<file path="src/rtl/rvfi_progress_check_if.sv">
// RVFI retirement signals consumed by the progress checker.
// The core (or testbench) drives through master; the checker observes through slave.
interface rvfi_progress_check_if #(
  parameter int NRET = 1
);
  logic [NRET-1:0] rvfi_valid;
  logic [NRET-1:0] rvfi_halt;

  modport master (
    output rvfi_valid,
    output rvfi_halt
  );

  modport slave (
    input rvfi_valid,
    input rvfi_halt
  );
endinterface

</file>
<file path="src/rtl/rvfi_progress_check.sv">
// Liveness/progress checker on the RVFI retirement channels.
// Flags three sticky errors:
//  - err_gap:   once armed, too many consecutive cycles without a retirement or halt
//  - err_pack:  valid channels not packed from channel 0 upward
//  - err_count: too few retirements when the final check strobe arrives
// A halting retirement permanently stops the gap watchdog.
`ifndef RISCV_FORMAL_NRET
`define RISCV_FORMAL_NRET 1
`endif

module rvfi_progress_check #(
  parameter int NRET       = `RISCV_FORMAL_NRET,
  parameter int MAX_GAP    = 16,
  parameter int MIN_RETIRE = 1,
  parameter int CNT_W      = 8,
  parameter bit PACK_CHECK = 1'b1
) (
  input  logic                           clock,
  input  logic                           reset,
  input  logic                           trig,
  input  logic                           check,
  rvfi_progress_check_if.slave           rvfi,
  output logic                           armed,
  output logic [$clog2(MAX_GAP+2)-1:0]   gap_cnt,
  output logic [CNT_W-1:0]               ret_cnt,
  output logic                           err_gap,
  output logic                           err_pack,
  output logic                           err_count
);

  localparam int GAP_W = $clog2(MAX_GAP + 2);
  localparam int PC_W  = $clog2(NRET + 1);
  localparam int SUM_W = CNT_W + PC_W;

  localparam logic [CNT_W-1:0] CNT_MAX   = '1;
  localparam logic [CNT_W-1:0] MIN_R     = CNT_W'(MIN_RETIRE);
  localparam logic [GAP_W-1:0] GAP_LIMIT = GAP_W'(MAX_GAP);

  // The count threshold has to be reachable by the saturating counter.
  if (MIN_RETIRE > (2 ** CNT_W) - 1) begin : g_bad_min_retire
    $error("rvfi_progress_check: MIN_RETIRE exceeds the ret_cnt saturation value");
  end

  // HALTED behaves like DONE for the watchdog but still accepts the final check.
  typedef enum logic [1:0] {
    S_IDLE,
    S_ARMED,
    S_HALTED,
    S_DONE
  } state_t;

  state_t state, state_nxt;

  logic [PC_W-1:0]  ret_pc;
  logic [CNT_W-1:0] ret_sum;
  logic             retire;
  logic             halt;
  logic             gap_eval;
  logic [GAP_W-1:0] gap_nxt;
  logic             gap_expire;
  logic             pack_bad;
  logic             count_bad;

  function automatic logic [PC_W-1:0] popcount(input logic [NRET-1:0] v);
    logic [PC_W-1:0] n;
    n = '0;
    for (int i = 0; i < NRET; i++) begin
      n = n + PC_W'(v[i]);
    end
    return n;
  endfunction

  function automatic logic [CNT_W-1:0] sat_add(input logic [CNT_W-1:0] a,
                                               input logic [PC_W-1:0]  b);
    logic [SUM_W-1:0] s;
    s = SUM_W'(a) + SUM_W'(b);
    if (s > SUM_W'(CNT_MAX)) begin
      return CNT_MAX;
    end
    return s[CNT_W-1:0];
  endfunction

  assign ret_pc  = popcount(rvfi.rvfi_valid);
  assign ret_sum = sat_add(ret_cnt, ret_pc);
  assign retire  = |rvfi.rvfi_valid;
  assign halt    = |(rvfi.rvfi_valid & rvfi.rvfi_halt);
  assign armed   = (state == S_ARMED);

  // A simultaneous trig+check from IDLE still gets one armed-style gap evaluation.
  assign gap_eval = (state == S_ARMED) || ((state == S_IDLE) && trig && check);

  // Final check counts retirements landing in the same cycle; DONE ignores it.
  assign count_bad = check && (state != S_DONE) && (ret_sum < MIN_R);

  if (PACK_CHECK && (NRET > 1)) begin : g_pack
    // Any valid channel whose lower neighbour is idle breaks packing.
    always_comb begin
      pack_bad = 1'b0;
      for (int i = 1; i < NRET; i++) begin
        pack_bad = pack_bad | (rvfi.rvfi_valid[i] & ~rvfi.rvfi_valid[i-1]);
      end
    end
  end else begin : g_no_pack
    assign pack_bad = 1'b0;
  end

  // Next-state selection; check has priority over trig and halt.
  always_comb begin
    state_nxt = state;
    case (state)
      S_IDLE: begin
        if (check) begin
          state_nxt = S_DONE;
        end else if (trig) begin
          state_nxt = S_ARMED;
        end
      end
      S_ARMED: begin
        if (check) begin
          state_nxt = S_DONE;
        end else if (halt) begin
          state_nxt = S_HALTED;
        end
      end
      S_HALTED: begin
        if (check) begin
          state_nxt = S_DONE;
        end
      end
      S_DONE: begin
        state_nxt = S_DONE;
      end
      default: begin
        state_nxt = S_IDLE;
      end
    endcase
  end

  // Gap watchdog: count idle cycles, saturate at the limit and raise the expiry.
  always_comb begin
    gap_nxt    = gap_cnt;
    gap_expire = 1'b0;
    if (gap_eval) begin
      if (retire || halt) begin
        gap_nxt = '0;
      end else if (gap_cnt == GAP_LIMIT) begin
        gap_expire = 1'b1;
      end else begin
        gap_nxt = gap_cnt + GAP_W'(1);
      end
    end
    // Outside ARMED the counter is parked at zero.
    if (state_nxt != S_ARMED) begin
      gap_nxt = '0;
    end
  end

  // FSM state register.
  always_ff @(posedge clock) begin
    if (reset) begin
      state <= S_IDLE;
    end else begin
      state <= state_nxt;
    end
  end

  // Counters and sticky error flags; reset overrides every same-cycle event.
  always_ff @(posedge clock) begin
    if (reset) begin
      gap_cnt   <= '0;
      ret_cnt   <= '0;
      err_gap   <= 1'b0;
      err_pack  <= 1'b0;
      err_count <= 1'b0;
    end else begin
      gap_cnt   <= gap_nxt;
      ret_cnt   <= ret_sum;
      err_gap   <= err_gap | gap_expire;
      err_pack  <= err_pack | pack_bad;
      err_count <= err_count | count_bad;
    end
  end

`ifdef FORMAL
  // Property consumed by the formal wrapper: no error may ever be raised.
  always @(posedge clock) begin
    if (!reset) begin
      assert (!err_gap && !err_pack && !err_count);
    end
  end
`endif

endmodule

</file>
<file path="src/flat_wrapper.sv">
// flat-port wrapper written by rule: the top's interface ports become plain ports
module rvfi_progress_check_flat 
#(
  parameter int NRET       = `RISCV_FORMAL_NRET,
  parameter int MAX_GAP    = 16,
  parameter int MIN_RETIRE = 1,
  parameter int CNT_W      = 8,
  parameter bit PACK_CHECK = 1'b1
)
  (clock, reset, trig, check, armed, gap_cnt, ret_cnt, err_gap, err_pack, err_count, rvfi_rvfi_valid, rvfi_rvfi_halt);
  rvfi_progress_check_if #(.NRET(NRET)) rvfi_i ();
  input  logic clock;
  input  logic reset;
  input  logic trig;
  input  logic check;
  output logic armed;
  output logic [$clog2(MAX_GAP+2)-1:0] gap_cnt;
  output logic [CNT_W-1:0] ret_cnt;
  output logic err_gap;
  output logic err_pack;
  output logic err_count;
  input wire logic [$bits(rvfi_i.rvfi_valid)-1:0] rvfi_rvfi_valid;
  input wire logic [$bits(rvfi_i.rvfi_halt)-1:0] rvfi_rvfi_halt;
  assign rvfi_i.rvfi_valid = rvfi_rvfi_valid;
  assign rvfi_i.rvfi_halt = rvfi_rvfi_halt;
  rvfi_progress_check #(.NRET(NRET), .MAX_GAP(MAX_GAP), .MIN_RETIRE(MIN_RETIRE), .CNT_W(CNT_W), .PACK_CHECK(PACK_CHECK)) u_core (.clock(clock), .reset(reset), .trig(trig), .check(check), .rvfi(rvfi_i), .armed(armed), .gap_cnt(gap_cnt), .ret_cnt(ret_cnt), .err_gap(err_gap), .err_pack(err_pack), .err_count(err_count));
endmodule
</file>
<file path="config.mk">
export PLATFORM = sky130hd
export DESIGN_NAME = rvfi_progress_check_flat
export DESIGN_NICKNAME = d
export VERILOG_FILES = /design/src/rtl/rvfi_progress_check_if.sv /design/src/rtl/rvfi_progress_check.sv /design/src/flat_wrapper.sv
export SDC_FILE = /design/constraint.sdc
export NUM_CORES = 1
export LEC_CHECK = 0
export ABC_AREA = 0
export BUFFER_PORTS_ARGS = -buffer_cell sky130_fd_sc_hd__buf_2
export CAP_MARGIN = 20
export CORE_UTILIZATION = 30
export DETAILED_ROUTE_END_ITERATION = 10
export GPL_TIMING_DRIVEN = 0
export SETUP_SLACK_MARGIN = 0.15
export SKIP_CTS_REPAIR_TIMING = 1
export SLEW_MARGIN = 20
export SYNTH_ARGS = -nofsm -noshare
export SYNTH_HDL_FRONTEND = slang
export SYNTH_SLANG_ARGS = --single-unit
</file>
<file path="constraint.sdc">
create_clock -name clock -period 1.7 [get_ports clock]
set_input_delay 0.425 -clock clock [delete_from_list [all_inputs] [get_ports clock]]
set_output_delay 0.425 -clock clock [all_outputs]
set_load 0.05 [all_outputs]
</file>
### Word level (Yosys, flattened, before mapping)

Index checks and enable logic that the tools add are counted.
W data, S select, Z words.

| storage, ports and cells | value |
|---|---|
| word-level logic and storage cells | 42 |
| flip-flop bits (word level) | 17 |
| input port bits | 6 |
| output and inout port bits | 17 |

| cells by class | value |
|---|---|
| equality and inequality tests | 7 |
| order comparisons | 2 |
| add/subtract/negate cells | 2 |
| bitwise operators | 3 |
| muxes and demuxes | 14 |
| reductions and logical operators | 9 |

Operator list:

| kind | number |
|---|---|
| $mux W8 | 2 |
| $mux W2 | 5 |
| $mux W5 | 2 |
| $add A8 B1 Y9 | 1 |
| $gt A9 B8 Y1 const B | 1 |
| $lt A8 B1 Y1 const B | 1 |
| $pmux W2 S4 | 1 |
| $add A5 B1 Y5 const B | 1 |
| $eq A5 B5 Y1 const B | 1 |
| $eq A2 B2 Y1 const B | 2 |
| $logic_and A1 B1 Y1 | 4 |
| $mux W1 | 4 |
| $ne A2 B1 Y1 const B | 2 |
| $eq A2 B1 Y1 const B | 1 |
| $logic_not A2 Y1 | 1 |
| $logic_or A1 B1 Y1 | 2 |
| $ne A2 B2 Y1 const B | 1 |
| $or A1 B1 Y1 | 2 |
| $reduce_and A2 Y1 | 1 |
| $reduce_or A2 Y1 | 1 |
| $and A1 B1 Y1 | 1 |

### Longest topological paths before layout

Gate-level depths: netlist of the first run.

| depth | value |
|---|---|
| word-level depth | 7 |
| depth in mapped cells | 6 |
| gate-level depth less buffers | 6 |

### Least setup slack after synthesis of the first run

OpenSTA, ideal clock, no wires.

| timing | value |
|---|---|
| path kind | flip-flop to flip-flop |
| from | reg u_core.gap_cnt[0] |
| to | reg u_core.gap_cnt[0] |
| library setup time | 0.116 ns |
| stages on the path, launching flop included | 7 |
| data required time | 1.584 ns |
| arrival time | 1.804 ns |
| clock period less this slack | 1.920 ns |
| path slack | -0.220 ns |
| path buffers | 0 |
| cells stage by stage | dfxtp_1 > inv_1 > ha_1 > nor4bb_1 > a211oi_1 > mux2i_1 > nor2_1 |

| on the way | value |
|---|---|
| cells in the longest elaborated chain, start to end | 3 |
| elaborated cells between the ends (all ways) | 6 |
| those cells by class | 1 x add/sub; 2 x eq/ne; 2 x mux; 1 x reduce/logical |

RTL lines:

| what | line | RTL |
|---|---|---|
| start, declared | rvfi_progress_check.sv:24 | `output logic [$clog2(MAX_GAP+2)-1:0] gap_cnt,` |
| start signal, assigned | rvfi_progress_check.sv:176 | `gap_cnt <= gap_nxt;` |
| $add A5 B1 Y5 or $eq A5 B5 Y1 (tied branches) | rvfi_progress_check.sv:149, rvfi_progress_check.sv:146 |  |
| $mux W5 or $ne A2 B1 Y1 (tied branches) | n/a |  |
| $mux W5 or $reduce_and A2 Y1 (tied branches) | n/a |  |

Parallel ways exist; a longest one is shown, timed or not. The select of a mux whose other input is x is not followed.
A chain may end at the register's enable or synchronous reset.

### Final worst setup path of the first run

| timing | value |
|---|---|
| from | reg u_core.ret_cnt[7] |
| to | out ret_cnt[7] |

RTL lines:

| what | line | RTL |
|---|---|---|
| start, declared | rvfi_progress_check.sv:25 | `output logic [CNT_W-1:0] ret_cnt,` |
| start signal, assigned | rvfi_progress_check.sv:177 | `ret_cnt <= ret_sum;` |
| end, declared | flat_wrapper.sv:18 | `output logic [CNT_W-1:0] ret_cnt;` |

No word-level cell between the ends.

==> out/metrics.cfg, run 1 <==
[detailed_routing]
drt_iter0_drc=20
detail-route-antenna-nets=0
wire_per_inst_um=13.5
first_pass_iters=5
finalWirelength_mm=2.12
vias_per_cell=5.32
remaining_drc_errors=0
vias=835

[placed_design]
portBuffers=21
place_inst=153
gp_congestion=0.750
dp_hpwl_mm=1.51
place_area_um2=1050

[run]
drv_cap=0

[critical_path]
critPathTopFamily=flip-flops
arrival_ns=1.11
crit_type=reg2out
worst-r2r-setup-slack_ns=0.20
cp-endpoint=ret_cnt[7]
critPathSlowestCell=dfxtp_1
cp_slowest_stage_delay_ns=0.51
cp.depth=1
required_ns=1.27
path_cells=clkbuf_4
crit_start=u_core.ret_cnt[7]
endpoint_kind=output pin
r2r_end=u_core.gap_cnt[3]
critPathMaxFanout=8
reg2reg_depth=5
start_kind=flip-flop
timing.rr.start=u_core.state[1]
path_buf_inv=1

[finish]
n_antenna_cell=0
drive_gt1_share_pct=40.5
seq_area_um2=357
final_nets=137
syn2layout_area_growth_pct=35.5
final_util_pct=42.8
fillers=280
mostFrequentLayoutCells=buf_2 (16), nor2_1 (10), dfxtp_1 (10), inv_1 (9), clkbuf_4 (7)
final_common_cell=buf_2
fin_cells=157
multi_input_area_um2=571
fin_area_um2=1170

[cts]
worstSkewPairLatency_ns=0.29
cts_root_buf=clkbuf_4
cts.sinks=17
cts-buffers-inserted=3
cts_max_level=1
cts_tree=yes
clk_pin_slew_worst_paths_ns=0.10
cts_buffer_depth=2

[run_status]
status=finished, final reports clean

[power_and_ir_drop]
internal_power_mw=0.557
swShare_pct=29.8
p_total_mw=0.794
p_seq_share_pct=53.0
irDropWorstVdd_mv=0.455
powerDensity_nw_per_um2=679
combPwrFrac_pct=19.6
pwr-share-clk_pct=27.4
p_leak_nw=0.461
p_switching_mw=0.237

[sta]
fin_crit_ns=1.53
tightest_slew_ns=0.570
hold_viol=0
fin_crit_sh_pct=90.3
max_freq_mhz=652
setup_viol=0
tns_ns=0
skew_ns=0.00631
rsz0062_at_grt=true
slew_viol_final=0
slew_headroom_pct=62.0

[logic_synthesis]
synth_area_um2=863
ys_warn_count=0
ys_ff_latch=17
synth_cells=101
yosysUniqueCellTypes=35
syn_nets=111
yosysSeqAreaShare_pct=39.4
synth_area_per_cell_um2=8.55

[global_routing]
track_usage_pct=13.5
grt_pass1_wl_mm=3.33
grt_max_degree=11
grt_pass1_vias=749
antenna_found_initial=0
grt-ovfl-total=0

[floorplanning]
core_um2=2730
die_x_um=55.6
dieHeight_um=55.6
dieArea_um2=3100
num_rows=19
ioPinCount=23
initial_core_util_pct=31.6

[worst_hold_path]
hold_class=in2reg

-- sequential cells by signal, indices dropped and copies added (netlist names) --
signal,count
u_core.ret_cnt,8
u_core.err_count,1
u_core.err_gap,1
u_core.gap_cnt,5
u_core.state,2
-- worst reg2reg max path, delay by kind of cell (launching register included) --
kind / cells / cell delay [ns]
buffers and inverters: 1 / 0.13
AOI/OAI and AO/OA: 2 / 0.53
DFF: 1 / 0.32
and+or+nand+nor: 2 / 0.47
-- cells by family after synthesis --
logic type / Yosys count / synth area share (%)
muxes: 2 / 2.32
and+or+nand+nor: 38 / 24.1
other: 1 / 0.434
DFF: 17 / 39.4
AOI/OAI and AO/OA: 23 / 17.4
adders and majority gates: 4 / 5.80
buffers and inverters: 12 / 6.52
xor gates and xnor gates: 4 / 4.06
-- worst min-delay path by stage --
stage                     slack [ns]                to  cells past startpoint             start
after global placement          0.46  u_core.err_count                      2  u_core.err_count
after global routing            0.34   u_core.state[1]                      2             reset
after detailed placement        0.46  u_core.err_count                      2  u_core.err_count
final                           0.35   u_core.state[1]                      2             reset
after CTS                       0.34   u_core.state[1]                      2             reset
after floorplan                 0.50   u_core.state[1]                      1             reset
-- through the flow --
| stage | worst slack (ns) | hold slack (ns) |
|---|---|---|
| 4_1_cts | 0.0569 | 0.337 |
| 5_1_grt | 0.123 | 0.342 |
| 6_report | 0.166 | 0.349 |
| 3_3_place_gp | -0.119 | 0.457 |
| 2_1_floorplan | 0.151 | 0.497 |
| 3_5_place_dp | -0.174 | 0.460 |
-- power groups by stage --
stage / Combinational [mW] / Clock [mW] / Sequential (mW)
after floorplan: 0.0741 / 0 / 0.457
after global placement: 0.137 / 0 / 0.428
after detailed placement: 0.140 / 0 / 0.429
after CTS: 0.140 / 0.232 / 0.420
after global routing: 0.169 / 0.242 / 0.424
final: 0.156 / 0.217 / 0.421
-- synth_stat cells (all sizes together) --
cell / instances / share of area, %
nand2: 3 / 1.3
or3: 1 / 1.3
nor3: 6 / 3.5
nor4bb: 1 / 1.2
a311o: 1 / 1.2
and4: 1 / 1.0
a311oi: 1 / 1.0
nand3b: 1 / 0.87
a21oi: 10 / 6.2
nand3: 4 / 2.3
buf: 2 / 2.2
inv: 9 / 3.9
a211oi: 1 / 0.87
nor4: 1 / 0.73
or2: 1 / 0.73
a31o: 1 / 1.0
ha: 4 / 5.8
conb: 1 / 0.43
and3b: 1 / 1.0
a21o: 2 / 1.7
nor2: 10 / 4.3
o2111ai: 1 / 1.0
nor2b: 2 / 1.4
mux2i: 2 / 2.3
a31oi: 5 / 3.6
xnor2: 3 / 3.0
dfxtp: 17 / 39
xor2: 1 / 1.0
and3: 3 / 2.2
clkbuf: 1 / 0.43
nand2b: 2 / 1.4
nand4: 1 / 0.73
o22ai: 1 / 0.73
-- final cells by class --
class	instances	share of cell area (%)
Timing Repair Buffer	21	10.4
Multi-Input combinational cell	72	48.8
Sequential cell	17	30.5
Tap cell	31	3.32
Buffer	3	1.93
Inverter	9	2.89
Clock buffer	4	2.25
-- layer usage --
layer,wire [µm],GRT usage (%),vias to the layer above
met4,0,2.14,0
li1,-,-,406
met3,131,4.65,0
met1,928,16.6,398
met2,1060,23.2,31
met5,0,0,-
(Power assumes the default switching activity.)
==> inputs of run 2 (changes only) <==
==> constraint.sdc (replaced) <==
create_clock -name clock -period 1.7 [get_ports clock]
set_input_delay 0.17 -clock clock [delete_from_list [all_inputs] [get_ports clock]]
set_output_delay 0.17 -clock clock [all_outputs]
set_load 0.05 [all_outputs]
==> out/metrics.cfg, run 2 (synthesis results as in run 1) <==
[finish]
n_antenna_cell=0  ; unchanged
final_nets=137  ; unchanged
fin_cells=157  ; unchanged
final_common_cell=buf_2  ; unchanged
drive_gt1_share_pct=38.9  ; was 40.5%
syn2layout_area_growth_pct=33.3  ; was 35.5%
fillers=284  ; was 280
fin_area_um2=1150  ; was 1170 µm²
reg_top3=u_core.ret_cnt (8), u_core.gap_cnt (5), u_core.state (2)  ; unchanged
largest_reg_flops=8  ; unchanged
mostFrequentLayoutCells=buf_2 (21), dfxtp_1 (12), nor2_1 (10), inv_1 (9)  ; was buf_2 (16), nor2_1 (10), dfxtp_1 (10), inv_1 (9), clkbuf_4 (7)
final_util_pct=42.1  ; was 42.8%
regMostFlops=u_core.ret_cnt  ; unchanged

[cts]
cts_root_buf=clkbuf_4  ; unchanged
cts_tree=yes  ; unchanged
cts_max_level=1  ; unchanged
worstSkewPairLatency_ns=0.29  ; about the same
clk_pin_slew_worst_paths_ns=0.10  ; about the same
cts-buffers-inserted=3  ; unchanged
cts_buffer_depth=2  ; unchanged
cts.sinks=17  ; unchanged

[placed_design]
place_inst=153  ; unchanged
post-place-ws_ns=0.0811  ; was -0.174 ns
dp_hpwl_mm=1.51  ; unchanged
portBuffers=21  ; unchanged
place_area_um2=1050  ; unchanged
gp_congestion=0.750  ; unchanged

[sta]
max_freq_mhz=666  ; was 652 MHz
tightest_slew_ns=0.571  ; was 0.570 ns
skew_ns=0.00679  ; was 0.00631 ns
holdWs_ns=0.0941  ; was 0.349 ns
fin_crit_ns=1.50  ; was 1.53 ns
slew_headroom_pct=61.9  ; was 62.0%
rsz0062_at_grt=false  ; was true
tns_ns=0  ; unchanged
hold_viol=0  ; unchanged
slew_viol_final=0  ; unchanged
setup_viol=0  ; unchanged
fin_crit_sh_pct=88.3  ; was 90.3%
worst_slack_ns=0.199  ; was 0.166 ns

[critical_path]
path_cells=buf_6 > a311o_1 > or3_4 > a21o_1 > nor2_1  ; was clkbuf_4
start_kind=flip-flop  ; unchanged
endpoint_kind=flip-flop  ; was output pin
required_ns=1.93  ; was 1.27 ns
cp_slowest_stage_delay_ns=0.35  ; was 0.51 ns
critPathSlowestCell=or3_4  ; was dfxtp_1
crit_type=reg2reg  ; was reg2out
critPathMaxFanout=8  ; unchanged
arrival_ns=1.74  ; was 1.11 ns
path_buf_inv=1  ; unchanged
critPathTopFamily=compound AO/OA/AOI/OAI gates  ; was flip-flops

[floorplanning]
core_um2=2730  ; unchanged
num_rows=19  ; unchanged
ioPinCount=23  ; unchanged
dieHeight_um=55.6  ; unchanged
dieArea_um2=3100  ; unchanged
initial_core_util_pct=31.6  ; unchanged
die_x_um=55.6  ; unchanged

[detailed_routing]
vias=832  ; was 835
finalWirelength_mm=2.11  ; was 2.12 mm
vias_per_cell=5.30  ; was 5.32
drt_iter0_drc=19  ; was 20
detail-route-antenna-nets=0  ; unchanged
wire_per_inst_um=13.4  ; was 13.5 µm
remaining_drc_errors=0  ; unchanged
first_pass_iters=4  ; was 5

[global_routing]
track_usage_pct=13.5  ; unchanged
grt_pass1_wl_mm=3.33  ; unchanged
antenna_found_initial=0  ; unchanged
grt-ovfl-total=0  ; unchanged
grt_pass1_vias=749  ; unchanged
grt_max_degree=11  ; unchanged

[run]
drv_cap=0  ; unchanged

[power_and_ir_drop]
p_total_mw=0.790  ; was 0.794 mW
irDropWorstVdd_mv=0.453  ; was 0.455 mV
p_leak_nw=0.460  ; was 0.461 nW
powerDensity_nw_per_um2=686  ; was 679 nW/µm²

[run_status]
status=finished, final reports clean  ; unchanged

[worst_hold_path]
hold_class=in2reg  ; unchanged

==> run 2: worst paths after layout <==
kind	start	to	slack, ns	depth (start not counted)
max	u_core.state[1]	u_core.gap_cnt[3]	0.20	5
max reg2reg	u_core.state[1]	u_core.gap_cnt[3]	0.20	5
min	reset	u_core.state[1]	0.09	2
min reg2reg	u_core.err_count	u_core.err_count	0.46	2
==> run 2: worst reg2reg max path, cell delays in order, from the launching register on <==
cell and delay (ns):
dfxtp_1 0.32, buf_6 0.13, a311o_1 0.32, or3_4 0.35, a21o_1 0.21, nor2_1 0.12
==> run 2: power by group <==
group	total [mW]	internal [mW]	switching, mW
clock network	0.217	0.0912	0.126
logic	0.152	0.0543	0.0979
registers	0.421	0.408	0.0124
==> run 2: layout make-up <==
cell class	instances	area, µm²	share of cell area (%)
Inverter	9	33.8	2.93
Timing Repair Buffer	21	105	9.13
Buffer	3	22.5	1.96
Tap cell	31	38.8	3.37
Multi-Input combinational cell	72	571	49.6
Sequential cell	17	354	30.8
Clock buffer	4	26.3	2.28
==> run 2: routing by layer <==
| metal | vias up | track usage, % | share of wire, % |
|---|---|---|---|
| li1 | 406 | - | - |
| met1 | 400 | 16.6 | 44 |
| met2 | 26 | 23.2 | 50 |
| met3 | 0 | 4.65 | 5.5 |
| met4 | 0 | 2.14 | 0 |
| met5 | - | 0 | 0 |
